--- config.mk ---
export PLATFORM = sky130hd
export DESIGN_NAME = pipe_hazard_ctrl_flat
export DESIGN_NICKNAME = d
export VERILOG_FILES = /design/src/rtl/pipe_pkg.sv /design/src/rtl/pipe_hazard_ctrl_if.sv /design/src/rtl/hz_shadow_stage.sv /design/src/rtl/pipe_hazard_ctrl.sv /design/src/flat_wrapper.sv
export SDC_FILE = /design/constraint.sdc
export NUM_CORES = 1
export LEC_CHECK = 0
export ABC_AREA = 0
export BUFFER_PORTS_ARGS = -buffer_cell sky130_fd_sc_hd__buf_2
export CAP_MARGIN = 20
export CORE_AREA = 8 8 85 87
export DETAILED_ROUTE_END_ITERATION = 8
export DIE_AREA = 0 0 93 95
export GPL_TIMING_DRIVEN = 0
export PLACE_DENSITY = 0.65
export SETUP_SLACK_MARGIN = 0.4
export SLEW_MARGIN = 20
export SYNTH_ARGS = -nofsm -noshare
export SYNTH_HDL_FRONTEND = slang
export SYNTH_SLANG_ARGS = --single-unit
--- constraint.sdc ---
create_clock -name clk -period 4 [get_ports clk]
set_clock_uncertainty 0.1 [all_clocks]
set_input_delay 0 -clock clk [delete_from_list [all_inputs] [get_ports clk]]
set_output_delay 0 -clock clk [all_outputs]
set_load 0.02 [all_outputs]
--- src/rtl/pipe_pkg.sv ---
// rtl/pipe_pkg.sv - shared constants and shadow-entry layout for pipe_hazard_ctrl
// Holds the EX operand forwarding-select encodings and the packed bit layout
// of one shadow-pipeline entry: six flag bits, then rd, rs and rt selects.
package pipe_pkg;

    localparam logic [1:0] FWD_RF  = 2'b00;
    localparam logic [1:0] FWD_MEM = 2'b01;
    localparam logic [1:0] FWD_WB  = 2'b10;

    // Flag bit positions inside a shadow entry.
    localparam int E_VALID   = 0;
    localparam int E_WR      = 1;
    localparam int E_LOAD    = 2;
    localparam int E_HALT    = 3;
    localparam int E_RS_USED = 4;
    localparam int E_RT_USED = 5;
    localparam int E_NFLAGS  = 6;

    // Register selects sit above the flags: rd, then rs, then rt.
    localparam int E_RD_LSB = E_NFLAGS;

    function automatic int rs_lsb(input int sel_w);
        return E_NFLAGS + sel_w;
    endfunction

    function automatic int rt_lsb(input int sel_w);
        return E_NFLAGS + 2 * sel_w;
    endfunction

    function automatic int entry_w(input int sel_w);
        return E_NFLAGS + 3 * sel_w;
    endfunction

endpackage

--- src/rtl/pipe_hazard_ctrl_if.sv ---
// rtl/pipe_hazard_ctrl_if.sv - decode/control bundle between datapath and pipe_hazard_ctrl
// master: datapath side, drives decode fields, redirect and mem_stall, reads controls.
// slave : hazard controller, reads decode fields, drives enables, bubbles,
//         forwarding selects, halted, stall_cnt and err.
interface pipe_hazard_ctrl_if #(
    parameter int REG_SEL_W = 3,
    parameter int CNT_W     = 16
);
    logic                 dec_valid;
    logic [REG_SEL_W-1:0] dec_rs;
    logic [REG_SEL_W-1:0] dec_rt;
    logic                 dec_rs_used;
    logic                 dec_rt_used;
    logic [REG_SEL_W-1:0] dec_rd;
    logic                 dec_wr;
    logic                 dec_load;
    logic                 dec_halt;
    logic                 dec_br;
    logic                 redirect;
    logic                 mem_stall;

    logic                 pc_en;
    logic                 ftch_dec_en;
    logic                 dec_exe_en;
    logic                 exe_mem_en;
    logic                 mem_wb_en;
    logic                 ftch_dec_flush;
    logic                 dec_exe_bubble;
    logic                 mem_wb_bubble;
    logic [1:0]           fwd_a_sel;
    logic [1:0]           fwd_b_sel;
    logic                 halted;
    logic [CNT_W-1:0]     stall_cnt;
    logic                 err;

    modport master (
        output dec_valid, dec_rs, dec_rt, dec_rs_used, dec_rt_used, dec_rd,
               dec_wr, dec_load, dec_halt, dec_br, redirect, mem_stall,
        input  pc_en, ftch_dec_en, dec_exe_en, exe_mem_en, mem_wb_en,
               ftch_dec_flush, dec_exe_bubble, mem_wb_bubble,
               fwd_a_sel, fwd_b_sel, halted, stall_cnt, err
    );

    modport slave (
        input  dec_valid, dec_rs, dec_rt, dec_rs_used, dec_rt_used, dec_rd,
               dec_wr, dec_load, dec_halt, dec_br, redirect, mem_stall,
        output pc_en, ftch_dec_en, dec_exe_en, exe_mem_en, mem_wb_en,
               ftch_dec_flush, dec_exe_bubble, mem_wb_bubble,
               fwd_a_sel, fwd_b_sel, halted, stall_cnt, err
    );

endinterface

--- src/rtl/hz_shadow_stage.sv ---
// rtl/hz_shadow_stage.sv - one shadow-pipeline entry with enable, bubble and sync reset
// Ports: clk, rst (synchronous, active-high); en_i advances the entry;
// bubble_i loads an all-zero (invalid) entry instead of d_i; q_o is the held entry.
module hz_shadow_stage
    import pipe_pkg::*;
#(
    parameter int W = entry_w(3)
) (
    input  logic         clk,
    input  logic         rst,
    input  logic         en_i,
    input  logic         bubble_i,
    input  logic [W-1:0] d_i,
    output logic [W-1:0] q_o
);

    logic [W-1:0] entry_q;
    logic [W-1:0] entry_d;

    always_comb begin
        entry_d = entry_q;
        if (en_i) begin
            entry_d = bubble_i ? '0 : d_i;
        end
    end

    always_ff @(posedge clk) begin
        if (rst) begin
            entry_q <= '0;
        end else begin
            entry_q <= entry_d;
        end
    end

    assign q_o = entry_q;

endmodule

--- src/rtl/pipe_hazard_ctrl.sv ---
// rtl/pipe_hazard_ctrl.sv - 5-stage pipeline hazard, forwarding, stall and halt control
// Ports: clk, rst (synchronous, active-high); bus (slave modport) carries the
// decode-stage instruction fields, redirect and mem_stall in, and the four
// pipeline-register enables, flush/bubble controls, EX forwarding selects,
// halted, stall_cnt and err out. All outputs are combinational from the
// shadow pipeline state and the current inputs.
module pipe_hazard_ctrl
    import pipe_pkg::*;
#(
    parameter int REG_SEL_W = 3,
    parameter int FWD       = 1,
    parameter int CNT_W     = 16
) (
    input  logic             clk,
    input  logic             rst,
    pipe_hazard_ctrl_if.slave bus
);

    localparam int EW   = entry_w(REG_SEL_W);
    localparam int RS_L = rs_lsb(REG_SEL_W);
    localparam int RT_L = rt_lsb(REG_SEL_W);

    logic [EW-1:0] dec_e, ex_e, mem_e, wb_e;
    logic          hit_rs, hit_rt, hz, full_chk;
    logic          halted_q, halted_d;
    logic [CNT_W-1:0] stall_cnt_q, stall_cnt_d;

    // Entry is a valid writer of register r.
    function automatic logic writes(input logic [EW-1:0] e, input logic [REG_SEL_W-1:0] r);
        return e[E_VALID] && e[E_WR] && (e[E_RD_LSB +: REG_SEL_W] == r);
    endfunction

    function automatic logic [1:0] fwd_sel(input logic used, input logic [REG_SEL_W-1:0] r,
                                           input logic [EW-1:0] m, input logic [EW-1:0] w);
        if (FWD == 0 || !used) return FWD_RF;
        if (writes(m, r))      return FWD_MEM;
        if (writes(w, r))      return FWD_WB;
        return FWD_RF;
    endfunction

    always_comb begin
        dec_e                        = '0;
        dec_e[E_VALID]               = bus.dec_valid;
        dec_e[E_WR]                  = bus.dec_wr;
        dec_e[E_LOAD]                = bus.dec_load;
        dec_e[E_HALT]                = bus.dec_halt;
        dec_e[E_RS_USED]             = bus.dec_rs_used;
        dec_e[E_RT_USED]             = bus.dec_rt_used;
        dec_e[E_RD_LSB +: REG_SEL_W] = bus.dec_rd;
        dec_e[RS_L +: REG_SEL_W]     = bus.dec_rs;
        dec_e[RT_L +: REG_SEL_W]     = bus.dec_rt;
    end

    hz_shadow_stage #(.W(EW)) u_ex (
        .clk(clk), .rst(rst), .en_i(bus.dec_exe_en), .bubble_i(bus.dec_exe_bubble),
        .d_i(dec_e), .q_o(ex_e)
    );
    hz_shadow_stage #(.W(EW)) u_mem (
        .clk(clk), .rst(rst), .en_i(bus.exe_mem_en), .bubble_i(1'b0),
        .d_i(ex_e), .q_o(mem_e)
    );
    hz_shadow_stage #(.W(EW)) u_wb (
        .clk(clk), .rst(rst), .en_i(bus.mem_wb_en), .bubble_i(bus.mem_wb_bubble),
        .d_i(mem_e), .q_o(wb_e)
    );

    // Branches read Rs in decode, and without forwarding the register file has
    // no write-through, so those cases must wait until the writer leaves WB.
    // With forwarding only a load in EX cannot supply its result in time.
    always_comb begin
        full_chk = (FWD == 0) || bus.dec_br;
        if (full_chk) begin
            hit_rs = writes(ex_e, bus.dec_rs) || writes(mem_e, bus.dec_rs) || writes(wb_e, bus.dec_rs);
            hit_rt = writes(ex_e, bus.dec_rt) || writes(mem_e, bus.dec_rt) || writes(wb_e, bus.dec_rt);
        end else begin
            hit_rs = writes(ex_e, bus.dec_rs) && ex_e[E_LOAD];
            hit_rt = writes(ex_e, bus.dec_rt) && ex_e[E_LOAD];
        end
        hz = bus.dec_valid && ((bus.dec_rs_used && hit_rs) || (bus.dec_rt_used && hit_rt));
    end

    always_comb begin
        bus.pc_en          = 1'b1;
        bus.ftch_dec_en    = 1'b1;
        bus.dec_exe_en     = 1'b1;
        bus.exe_mem_en     = 1'b1;
        bus.mem_wb_en      = 1'b1;
        bus.ftch_dec_flush = 1'b0;
        bus.dec_exe_bubble = 1'b0;
        bus.mem_wb_bubble  = 1'b0;
        if (halted_q) begin
            bus.pc_en       = 1'b0;
            bus.ftch_dec_en = 1'b0;
            bus.dec_exe_en  = 1'b0;
            bus.exe_mem_en  = 1'b0;
            bus.mem_wb_en   = 1'b0;
        end else if (bus.mem_stall) begin
            // Everything up to MEM freezes; WB drains and takes a bubble.
            bus.pc_en         = 1'b0;
            bus.ftch_dec_en   = 1'b0;
            bus.dec_exe_en    = 1'b0;
            bus.exe_mem_en    = 1'b0;
            bus.mem_wb_bubble = 1'b1;
        end else if (hz) begin
            bus.pc_en          = 1'b0;
            bus.ftch_dec_en    = 1'b0;
            bus.dec_exe_bubble = 1'b1;
        end else if (bus.redirect) begin
            bus.ftch_dec_flush = 1'b1;
        end
    end

    always_comb begin
        bus.fwd_a_sel = fwd_sel(ex_e[E_RS_USED], ex_e[RS_L +: REG_SEL_W], mem_e, wb_e);
        bus.fwd_b_sel = fwd_sel(ex_e[E_RT_USED], ex_e[RT_L +: REG_SEL_W], mem_e, wb_e);
    end

    always_comb begin
        halted_d    = halted_q || (wb_e[E_VALID] && wb_e[E_HALT] && bus.mem_wb_en);
        stall_cnt_d = stall_cnt_q;
        if ((hz || bus.mem_stall) && !halted_q && (stall_cnt_q != '1)) begin
            stall_cnt_d = stall_cnt_q + CNT_W'(1);
        end
    end

    always_ff @(posedge clk) begin
        if (rst) begin
            halted_q    <= 1'b0;
            stall_cnt_q <= '0;
        end else begin
            halted_q    <= halted_d;
            stall_cnt_q <= stall_cnt_d;
        end
    end

    assign bus.halted    = halted_q;
    assign bus.stall_cnt = stall_cnt_q;
    assign bus.err       = bus.redirect && halted_q;

    // Every entry carries the full field set; not every stage reads every field.
    logic unused_fields;
    assign unused_fields = ^{ex_e, mem_e, wb_e};

endmodule

--- src/flat_wrapper.sv ---
// flat-port wrapper written by rule: the top's interface ports become plain ports
module pipe_hazard_ctrl_flat import pipe_pkg::*;
#(
    parameter int REG_SEL_W = 3,
    parameter int FWD       = 1,
    parameter int CNT_W     = 16
)
  (clk, rst, bus_dec_valid, bus_dec_rs, bus_dec_rt, bus_dec_rs_used, bus_dec_rt_used, bus_dec_rd, bus_dec_wr, bus_dec_load, bus_dec_halt, bus_dec_br, bus_redirect, bus_mem_stall, bus_pc_en, bus_ftch_dec_en, bus_dec_exe_en, bus_exe_mem_en, bus_mem_wb_en, bus_ftch_dec_flush, bus_dec_exe_bubble, bus_mem_wb_bubble, bus_fwd_a_sel, bus_fwd_b_sel, bus_halted, bus_stall_cnt, bus_err);
  pipe_hazard_ctrl_if #(.REG_SEL_W(REG_SEL_W), .CNT_W(CNT_W)) bus_i ();
  input  logic clk;
  input  logic rst;
  input wire logic [$bits(bus_i.dec_valid)-1:0] bus_dec_valid;
  input wire logic [$bits(bus_i.dec_rs)-1:0] bus_dec_rs;
  input wire logic [$bits(bus_i.dec_rt)-1:0] bus_dec_rt;
  input wire logic [$bits(bus_i.dec_rs_used)-1:0] bus_dec_rs_used;
  input wire logic [$bits(bus_i.dec_rt_used)-1:0] bus_dec_rt_used;
  input wire logic [$bits(bus_i.dec_rd)-1:0] bus_dec_rd;
  input wire logic [$bits(bus_i.dec_wr)-1:0] bus_dec_wr;
  input wire logic [$bits(bus_i.dec_load)-1:0] bus_dec_load;
  input wire logic [$bits(bus_i.dec_halt)-1:0] bus_dec_halt;
  input wire logic [$bits(bus_i.dec_br)-1:0] bus_dec_br;
  input wire logic [$bits(bus_i.redirect)-1:0] bus_redirect;
  input wire logic [$bits(bus_i.mem_stall)-1:0] bus_mem_stall;
  output wire logic [$bits(bus_i.pc_en)-1:0] bus_pc_en;
  output wire logic [$bits(bus_i.ftch_dec_en)-1:0] bus_ftch_dec_en;
  output wire logic [$bits(bus_i.dec_exe_en)-1:0] bus_dec_exe_en;
  output wire logic [$bits(bus_i.exe_mem_en)-1:0] bus_exe_mem_en;
  output wire logic [$bits(bus_i.mem_wb_en)-1:0] bus_mem_wb_en;
  output wire logic [$bits(bus_i.ftch_dec_flush)-1:0] bus_ftch_dec_flush;
  output wire logic [$bits(bus_i.dec_exe_bubble)-1:0] bus_dec_exe_bubble;
  output wire logic [$bits(bus_i.mem_wb_bubble)-1:0] bus_mem_wb_bubble;
  output wire logic [$bits(bus_i.fwd_a_sel)-1:0] bus_fwd_a_sel;
  output wire logic [$bits(bus_i.fwd_b_sel)-1:0] bus_fwd_b_sel;
  output wire logic [$bits(bus_i.halted)-1:0] bus_halted;
  output wire logic [$bits(bus_i.stall_cnt)-1:0] bus_stall_cnt;
  output wire logic [$bits(bus_i.err)-1:0] bus_err;
  assign bus_i.dec_valid = bus_dec_valid;
  assign bus_i.dec_rs = bus_dec_rs;
  assign bus_i.dec_rt = bus_dec_rt;
  assign bus_i.dec_rs_used = bus_dec_rs_used;
  assign bus_i.dec_rt_used = bus_dec_rt_used;
  assign bus_i.dec_rd = bus_dec_rd;
  assign bus_i.dec_wr = bus_dec_wr;
  assign bus_i.dec_load = bus_dec_load;
  assign bus_i.dec_halt = bus_dec_halt;
  assign bus_i.dec_br = bus_dec_br;
  assign bus_i.redirect = bus_redirect;
  assign bus_i.mem_stall = bus_mem_stall;
  assign bus_pc_en = bus_i.pc_en;
  assign bus_ftch_dec_en = bus_i.ftch_dec_en;
  assign bus_dec_exe_en = bus_i.dec_exe_en;
  assign bus_exe_mem_en = bus_i.exe_mem_en;
  assign bus_mem_wb_en = bus_i.mem_wb_en;
  assign bus_ftch_dec_flush = bus_i.ftch_dec_flush;
  assign bus_dec_exe_bubble = bus_i.dec_exe_bubble;
  assign bus_mem_wb_bubble = bus_i.mem_wb_bubble;
  assign bus_fwd_a_sel = bus_i.fwd_a_sel;
  assign bus_fwd_b_sel = bus_i.fwd_b_sel;
  assign bus_halted = bus_i.halted;
  assign bus_stall_cnt = bus_i.stall_cnt;
  assign bus_err = bus_i.err;
  pipe_hazard_ctrl #(.REG_SEL_W(REG_SEL_W), .FWD(FWD), .CNT_W(CNT_W)) u_core (.clk(clk), .rst(rst), .bus(bus_i));
endmodule
Yosys cells after proc, flatten, opt, wreduce, memory -nomap -nowiden
Index checks and enable logic that the tools add are counted.
{"block": "word_totals", "ff_bits": 50, "in_bits": 20, "out_inout_bits": 30, "elab_cells": 89}
{"block": "classes", "add_sub_neg": 1, "eq_ne": 11, "muxes": 41, "n_reduce_logical": 31}
{"op": "3-bit == test", "count": 10}
{"op": "1-bit 2-to-1 mux", "count": 27}
{"op": "2-bit 2-to-1 mux", "count": 12}
{"op": "1-bit logical AND", "count": 23}
{"op": "16-bit by 1-bit adder with 16-bit output (second input constant)", "count": 1}
{"op": "16-bit != test (second input constant)", "count": 1}
{"op": "15-bit 2-to-1 mux", "count": 1}
{"op": "9-bit 2-to-1 mux", "count": 1}
{"op": "1-bit logical OR", "count": 7}
{"op": "1-bit logical NOT", "count": 1}

Longest topological paths before layout
Gate-level depths: netlist of run 1.
{"block": "logic_depth", "word_depth": 12, "depth_mapped": 10, "ltp_nobuf": 7}

Modules after synthesis
Synthesis of run 1 repeated with hierarchy kept, for this count alone.
{"block": "unflattened", "hier_cells": 366, "area_unflattened_um2": 3268.1}
{"mod": "hz_shadow_stage", "instances": 3, "cells_per_inst": 65, "area_each_um2": 613.1, "seq_area_each_um2": 300.3}
{"mod": "pipe_hazard_ctrl", "instances": 1, "cells_per_inst": 171, "area_each_um2": 1428.9, "seq_area_each_um2": 340.3}

Least setup slack after synthesis of run 1
OpenSTA, ideal clock, no wires.
{"block": "synth_path", "kind": "reg2reg", "startpoint": "reg u_core.stall_cnt_q[3], in the netlist u_core.bus.stall_cnt[3]", "endpoint": "reg u_core.stall_cnt_q[11], in the netlist u_core.bus.stall_cnt[11]", "setup_time_ps": 121, "arrival_ps": 2036, "required_ps": 3779, "path_slack_ps": 1742, "stages_incl_launch_ff": 9, "n_path_buf": 1, "period_less_slack_ps": 2258, "path_cell_list": "dfxtp_1 -> and3_1 -> nand4_1 -> nor4_2 -> nor3b_1 -> a2bb2oi_2 -> buf_6 -> nor3_1 -> mux2_4"}
{"block": "synth_between", "elab_chain_len": 2, "elab_cells_between_ends": 3, "cone_classes": "add/sub: 1; eq/ne: 1; reduce/logical: 1"}
{"item": "start: declaration", "line": "pipe_hazard_ctrl.sv:26", "source": "logic [CNT_W-1:0] stall_cnt_q, stall_cnt_d;"}
{"item": "start signal: assignment", "line": "pipe_hazard_ctrl.sv:132", "source": "stall_cnt_q <= stall_cnt_d;"}
{"item": "branches (longest 2 deep; another with 16-bit by 1-bit adder with 16-bit output)"}
Parallel ways; which one is timed is not known.
A chain may end at the register's enable or synchronous reset.

Worst setup path after layout of run 1
{"block": "layout_path", "startpoint": "reg u_core.stall_cnt_q[4], in the netlist u_core.bus.stall_cnt[4]", "endpoint": "reg u_core.stall_cnt_q[1], in the netlist u_core.bus.stall_cnt[1]"}
{"block": "layout_between", "elab_chain_len": 2}
{"item": "16-bit != test", "line": "pipe_hazard_ctrl.sv:121", "source": "if ((hz || bus.mem_stall) && !halted_q && (stall_cnt_q != '1)) begin"}
{"item": "1-bit logical AND", "line": "pipe_hazard_ctrl.sv:121"}
No other way between the ends.

==> summary.txt, run 1 <==
Initial antenna violation count = 0
Top cells by area, synth = dfxtp_1, xor2_1, a21oi_1
Syn nets = 282
Top cell type's share of synthesized area = 0.390
Root Buffer = clkbuf_8
Multi-input logic area = 0.00126 mm²
Setup_tns = 0 ns
Worst slew pin tran = 0.509 ns
Die W = 93 µm
Pre-CTS WS = 1.50 ns
Combinational power share = 0.132
Final ANT Viol Nets = 0
Final setup violation count = 0
Area growth, synth to finish = 25.3%
Worst skew pair latency = 0.30 ns
Reg power frac = 0.551
Row Count = 28
Total gr overflow = 0
1st-pass router iterations = 4
#FFs+latches synth = 44
Hold Crit Class = in -> reg
Drt initial violations = 138
Critical path launch point type = flip-flop
Largest net degree at the start of global routing = 13
Clk network pwr share = 0.316
Initial core utilization = 0.389
Required time worst endpoint = 4.08 ns
Post-synth EDFFs = 0
R2R setup slack = 1.51 ns
Hold EP = u_core.bus.stall_cnt[10]$_SDFFE_PP0P_
Worst Reg2Reg Path Length in Cells = 9
Longest Clk Path Bufs = 2
P_sw = 221 µW
Netlist cell types = 40
CP max FO = 10
Placer Congestion = 0.781
Worst slew margin = 0.661
Post-CTS setup repair buffer count = 0
Nets = 353
Dpl hpwl = 4560 µm
Yosys top cell by area = dfxtp_1
Syn Area/Cell = 8.66 µm²
Pwr Total = 844 µW
Routed vias = 2150
Vias in the first global route = 2185
Leak = 1.24 nW
Ys flop type = dfxtp_1
Int Pwr = 623 µW
Hold bufs inserted after CTS = 16
Tmin final = 2.49 ns
CTS tree = built
First-pass GRT wire length = 10500 µm
Register Area = 881 µm²
I/O Buffers = 48
Total track usage = 0.146
Register area share after synthesis = 0.390
Finished Core Util = 0.487
Clk sinks = 44
Sw Ratio = 0.262
Routed len/inst = 15.3 µm
Vias per cell = 5.28
TritonCTS Buffers = 5
Mapped Cells = 261
Hold path start = rst
R2r endpoint = u_core.bus.stall_cnt[1]$_SDFFE_PP0P_
Most numerous cell in the Yosys netlist = dfxtp_1
RSZ-0062 raised after global routing = no
Worst r2r src = u_core.bus.stall_cnt[4]$_SDFFE_PP0P_
# Max-Cap Violations = 0
Fmax = 401 MHz
Final Slew Violations = 0
Residual DRC = 0
Die ar. = 0.00884 mm²
Post_cts resized = 0
# fillers = 577
Most common library cells after synthesis = dfxtp_1, a21oi_1, nand2_1
Worst EP arrival = 2.57 ns
Kind of critical path = reg -> reg
Layout cells sized above 1 = 0.220
Area of the mapped netlist = 0.00226 mm²
Hold Violations, Final = 0
Core area = 0.00582 mm²
Worst hold path stage count = 3
Die Y = 95 µm
Clock-pin slew on the worst setup and hold paths = 0.08 ns
N_diodes = 0
I/O Pins = 50
Outcome = finished, final reports clean
Fraction of registers with async set/reset = 0
Pwr dens = 298 mW/mm²
Synthesis warning total = 0
Post-Route WL = 6220 µm
Worst VDD drop = 138 µV
Worst setup margin = 1.51 ns
Tcrit/Tclk final = 0.623
Critical path endpoint category = flip-flop
H-Tree Depth = 2
[placed cells by master, fill, tap and decap left out, types with 3 or more instances in the layout]
cell,netlist,final
a21oi_1,25,25
a22o_1,14,14
and2_1,4,4
and3_1,8,8
buf_2,7,55
clkbuf_1,6,7
clkbuf_8,0,5
dfxtp_1,44,44
dlygate4sd3_1,0,16
mux2_4,3,3
nand2_1,24,24
nand3_1,6,6
nand4_1,8,8
nor2_1,19,19
nor2b_1,4,4
nor3_1,3,3
nor4_1,10,10
o211ai_1,3,3
o21ai_1,3,3
o31ai_1,6,6
or3_1,4,4
or4_1,6,6
xnor2_1,8,8
xor2_1,23,23
[metal layers]
| metal | part of all wire | track usage | vias up |
|---|---|---|---|
| li1 | - | - | 1077 |
| met1 | 0.47 | 0.178 | 1002 |
| met2 | 0.46 | 0.237 | 64 |
| met3 | 0.062 | 0.0492 | 7 |
| met4 | 0.0088 | 0.0416 | 0 |
| met5 | 0 | 0 | - |
[cell families (layout without fill, tap and decap cells)]
| logic type | Yosys count | after routing | share of synthesized area |
|---|---|---|---|
| multiplexers | 5 | 5 | 0.0293 |
| adder cells (fa/ha/maj) | 1 | 1 | 0.00554 |
| flip-flops | 44 | 44 | 0.390 |
| AO/OA/AOI/OAI | 56 | 56 | 0.167 |
| buffers and inverters | 23 | 94 | 0.0520 |
| XOR/XNOR | 31 | 31 | 0.120 |
| AND/OR/NAND/NOR | 101 | 101 | 0.236 |
[per-stage QoR]
| step | instances | hold slack [ns] | area (µm²) |
|---|---|---|---|
| 2_1_floorplan | 261 | 0.0326 | 2260 |
| 3_3_place_gp | 384 | 0.120 | 2590 |
| 3_5_place_dp | 384 | 0.129 | 2590 |
| 4_1_cts | 407 | 0.0562 | 2830 |
| 5_1_grt | 407 | 0.102 | 2830 |
| 6_report | 407 | 0.0631 | 2830 |
[worst max-delay path, stage by stage, from the launching register on]
cell and delay (ns):
dfxtp_1 0.43, and3_1 0.27, nand4_1 0.18, nor4_2 0.42
nor3b_1 0.13, a2bb2oi_2 0.28, buf_6 0.18, buf_6 0.15
mux2i_1 0.19, nor2_1 0.05
[registers in the layout, indices dropped and copies added (netlist names)]
name                  flops
u_core.bus.stall_cnt     16
u_core.u_ex.q_o          15
u_core.u_mem.q_o          6
u_core.u_wb.q_o           6
u_core.bus.halted         1
[final cells by class]
cell class                 instances  area share
buffer                            18      0.0349
tap                               75      0.0331
inverter                           5     0.00663
multi-input combinational        194       0.445
sequential                        44       0.311
timing repair buffer              64       0.141
clock inverter                     1     0.00177
clock buffer                       6      0.0256
[worst max-delay path by stage]
stage                                               startpoint                                     to  slack [ns]  cells past startpoint
after floorplan           u_core.bus.stall_cnt[3]$_SDFFE_PP0P_  u_core.bus.stall_cnt[11]$_SDFFE_PP0P_        1.74                      8
after global placement    u_core.bus.stall_cnt[3]$_SDFFE_PP0P_   u_core.bus.stall_cnt[1]$_SDFFE_PP0P_        1.58                      9
after detailed placement  u_core.bus.stall_cnt[3]$_SDFFE_PP0P_   u_core.bus.stall_cnt[1]$_SDFFE_PP0P_        1.50                      9
after CTS                 u_core.bus.stall_cnt[4]$_SDFFE_PP0P_   u_core.bus.stall_cnt[1]$_SDFFE_PP0P_        1.48                      9
after global routing      u_core.bus.stall_cnt[3]$_SDFFE_PP0P_   u_core.bus.stall_cnt[1]$_SDFFE_PP0P_        1.25                      9
final                     u_core.bus.stall_cnt[4]$_SDFFE_PP0P_   u_core.bus.stall_cnt[1]$_SDFFE_PP0P_        1.51                      9
[power by group through the flow]
stage,sequential [mW],combinational (mW),clock (mW)
2_1_floorplan,0.475,0.0631,0
3_3_place_gp,0.475,0.0982,0
3_5_place_dp,0.476,0.100,0
4_1_cts,0.465,0.112,0.277
5_1_grt,0.468,0.123,0.293
6_report,0.465,0.112,0.267
(Power assumes the default switching activity.)
==> run 2: changes to the inputs <==
--- a/config.mk
+++ b/config.mk
@@ -5,12 +5,12 @@
 export SDC_FILE = /design/constraint.sdc
 export NUM_CORES = 1
 export LEC_CHECK = 0
-export ABC_AREA = 0
+export ABC_AREA = 1
 export BUFFER_PORTS_ARGS = -buffer_cell sky130_fd_sc_hd__buf_2
 export CAP_MARGIN = 20
-export CORE_AREA = 8 8 85 87
+export CORE_AREA = 8 8 88 90
 export DETAILED_ROUTE_END_ITERATION = 8
-export DIE_AREA = 0 0 93 95
+export DIE_AREA = 0 0 96 98
 export GPL_TIMING_DRIVEN = 0
 export PLACE_DENSITY = 0.65
 export SETUP_SLACK_MARGIN = 0.4
==> constraint.sdc (replaced) <==
create_clock -name clk -period 2.55 [get_ports clk]
set_clock_uncertainty 0.1 [all_clocks]
set_input_delay 0 -clock clk [delete_from_list [all_inputs] [get_ports clk]]
set_output_delay 0 -clock clk [all_outputs]
set_load 0.02 [all_outputs]
==> summary.txt, run 2 <==
Most frequent cells in the layout = nand2_1, nor2_1, buf_2
Final ANT Viol Nets = 0 (unchanged)
Area of the mapped netlist = 0.00246 mm² (+9.0%)
Most common library cells after synthesis = nand2_1, nor2_1, dfxtp_1
Worst setup margin = 0.483 ns (-1.02 ns)
I/O Pins = 50 (unchanged)
Sw Ratio = 0.275 (+0.0132)
Clk network pwr share = 0.318 (+0.002)
Int Pwr = 1.04 mW (+68%)
Nets = 486 (+38%)
Outcome = finished, final reports clean
1st-pass router iterations = 4 (unchanged)
H-Tree Depth = 2 (unchanged)
CTS tree = built
Worst slew pin tran = 0.529 ns (+0.0204 ns)
Final setup violation count = 0 (unchanged)
RSZ-0062 raised after global routing = yes
Fraction of registers with async set/reset = 0 (unchanged)
Top cell type's share of synthesized area = 0.358 (-0.0323)
Core area = 0.00649 mm² (+12%)
Clk sinks = 44 (unchanged)
First-pass GRT wire length = 11300 µm (+7.2%)
Area growth, synth to finish = 30.8%
Kind of critical path = reg -> out
# Max-Cap Violations = 0 (unchanged)
Die ar. = 0.00941 mm² (+6.5%)
TritonCTS Buffers = 5 (unchanged)
Mapped Cells = 383 (+47%)
Routed len/inst = 12.6 µm (-18%)
Combinational power share = 0.167 (+0.035)
N_diodes = 0 (unchanged)
Top cells by area, synth = dfxtp_1, nand2_1, a21oi_1
#FFs+latches synth = 44 (unchanged)
Critical path endpoint category = primary output
Most common cell after layout, fill and taps aside = nand2_1
CP max FO = 7 (-3)
Fmax = 484 MHz
Syn nets = 404 (+43%)
Hold Crit Class = in -> reg
Netlist cell types = 30 (-25%)
Top routing layer used = met4
Critical path launch point type = flip-flop
Largest register FFs = 16 (unchanged)
Total gr overflow = 0 (unchanged)
Die W = 96 µm (+3.2%)
Longest Clk Path Bufs = 2 (unchanged)
Placer Congestion = 0.871 (+11%)
I/O Buffers = 49 (+2.1%)
Register area share after synthesis = 0.358 (-0.0323)
Ys flop type = dfxtp_1
Row Count = 30 (+7.1%)
Residual DRC = 0 (unchanged)
Hold Violations, Final = 0 (unchanged)
Final Slew Violations = 0 (unchanged)
Post-Route WL = 6860 µm (+10%)
Setup_tns = 0 ns (unchanged)
Initial core utilization = 0.379 (-0.00917)
Vias in the first global route = 2424 (+11%)
Clock-pin slew on the worst setup and hold paths = 0.08 ns (about the same)
Pwr Total = 1.44 mW (+71%)
Dpl hpwl = 5030 µm (+10%)
Syn Area/Cell = 6.43 µm² (-26%)
Vias per cell = 4.79 (-9.3%)
Worst skew pair latency = 0.30 ns (about the same)
Worst VDD drop = 257 µV (+86%)
M1 WL = 3140 µm (+7.5%)
Total track usage = 0.145 (about the same)
Synthesis warning total = 0 (unchanged)
Tmin final = 2.07 ns
Pre-CTS WS = 0.518 ns (-0.987 ns)
Reg power frac = 0.516 (-0.035)
DR WL met3 = 306 µm (-21%)
Die Y = 98 µm (+3.2%)
WL met2 = 3350 µm (+17%)
Drt initial violations = 129 (-6.5%)
Layout cells sized above 1 = 0.238 (+0.0183)
Pwr dens = 447 mW/mm² (+50%)
Worst slew margin = 0.647 (-0.0136)
Initial antenna violation count = 0 (unchanged)
Largest net degree at the start of global routing = 14 (+1)
Required time worst endpoint = 2.45 ns (-1.63 ns)
Yosys top cell by area = dfxtp_1
Most numerous cell in the Yosys netlist = nand2_1
Worst EP arrival = 1.97 ns (-0.60 ns)
Root Buffer = clkbuf_8
Routed vias = 2616 (+22%)
Worst hold slack = 0.0373 ns (-0.0257 ns)
Post-synth EDFFs = 0 (unchanged)
Leak = 1.51 nW (+21%)
Tcrit/Tclk final = 0.811
P_sw = 397 µW (+79%)
[run 2: cell count changes after synthesis, moves of 6 or more]
cell,before,now
and3_1,8,0
xor2_1,23,6
a22o_1,14,0
o31ai_1,6,0
a21oi_1,25,37
or4_1,6,0
nand2_1,24,129
o21ai_0,0,7
inv_1,2,31
nand3_1,6,18
nor2_1,19,47
[run 2: layer usage]
metal,track usage,vias up
li1,-,1375
met1,0.184,1180
met2,0.240,57
met3,0.0284,4
met4,0.0426,0
met5,0,-
[run 2: worst paths after layout]
kind | start | depth (start not counted) | slack [ns] | end
max | u_core.u_wb.q_o[8]$_SDFFE_PP0N_ | 16 | 0.48 | bus_pc_en
min | bus_mem_stall | 4 | 0.04 | u_core.u_ex.q_o[0]$_SDFFE_PP0P_
max reg2reg | u_core.bus.stall_cnt[0]$_SDFFE_PP0P_ | 12 | 0.62 | u_core.bus.stall_cnt[13]$_SDFFE_PP0P_
min reg2reg | u_core.u_ex.q_o[2]$_SDFFE_PP0P_ | 2 | 0.37 | u_core.u_ex.q_o[2]$_SDFFE_PP0P_
[run 2: area by class of cell]
type | instances | area, µm²
Fill cell | 654 | 3270
Multi-Input combinational cell | 286 | 1360
Sequential cell | 44 | 902
Timing Repair Buffer | 75 | 499
Inverter | 36 | 140
Buffer | 17 | 130
Tap cell | 80 | 100
Clock buffer | 7 | 86.3
Clock inverter | 1 | 7.51
[run 2: timing repair]
action / CTS / global route
resized for setup: 5 / 37
hold endpoints to repair: 16 / 0
pin swaps: 0 / 8
hold buffers: 16 / 0
buffers inserted: 0 / 10
endpoints found under the setup margin: 1 / 15
[run 2: critical path: stages (launching register included)]
cell     delay, ns
dfxtp_2       0.32
buf_6         0.12
inv_2         0.05
nand2_1       0.04
a21oi_1       0.13
nand2_1       0.08
nand2_1       0.07
nand2_1       0.05
nand2_1       0.06
nand2_1       0.06
nand2_2       0.10
nand2_4       0.08
nand2_4       0.08
inv_6         0.05
buf_8         0.12
buf_4         0.12
buf_4         0.14
[run 2: through the flow]
stage / area, µm² / std cells / util
after global placement: 2810 / 512 / 0.433
after CTS: 3070 / 536 / 0.473
final: 3220 / 546 / 0.496
after floorplan: 2460 / 383 / -
after detailed placement: 2810 / 512 / 0.433
after global routing: 3220 / 546 / 0.496
[run 2: kinds of logic after synthesis]
kind of cell	Yosys count	share of synthesized area
buffers and inverters	53	0.0995
AO/OA/AOI/OAI	50	0.110
XOR/XNOR	15	0.0533
adder cells (fa/ha/maj)	1	0.00508
AND/OR/NAND/NOR	220	0.374
flip-flops	44	0.358
[run 2: power by group through the flow]
stage	logic, mW	registers [mW]	clock network, mW
6_report	0.240	0.743	0.458
5_1_grt	0.268	0.747	0.503
4_1_cts	0.221	0.743	0.473
3_5_place_dp	0.201	0.758	0
3_3_place_gp	0.197	0.757	0
2_1_floorplan	0.131	0.757	0
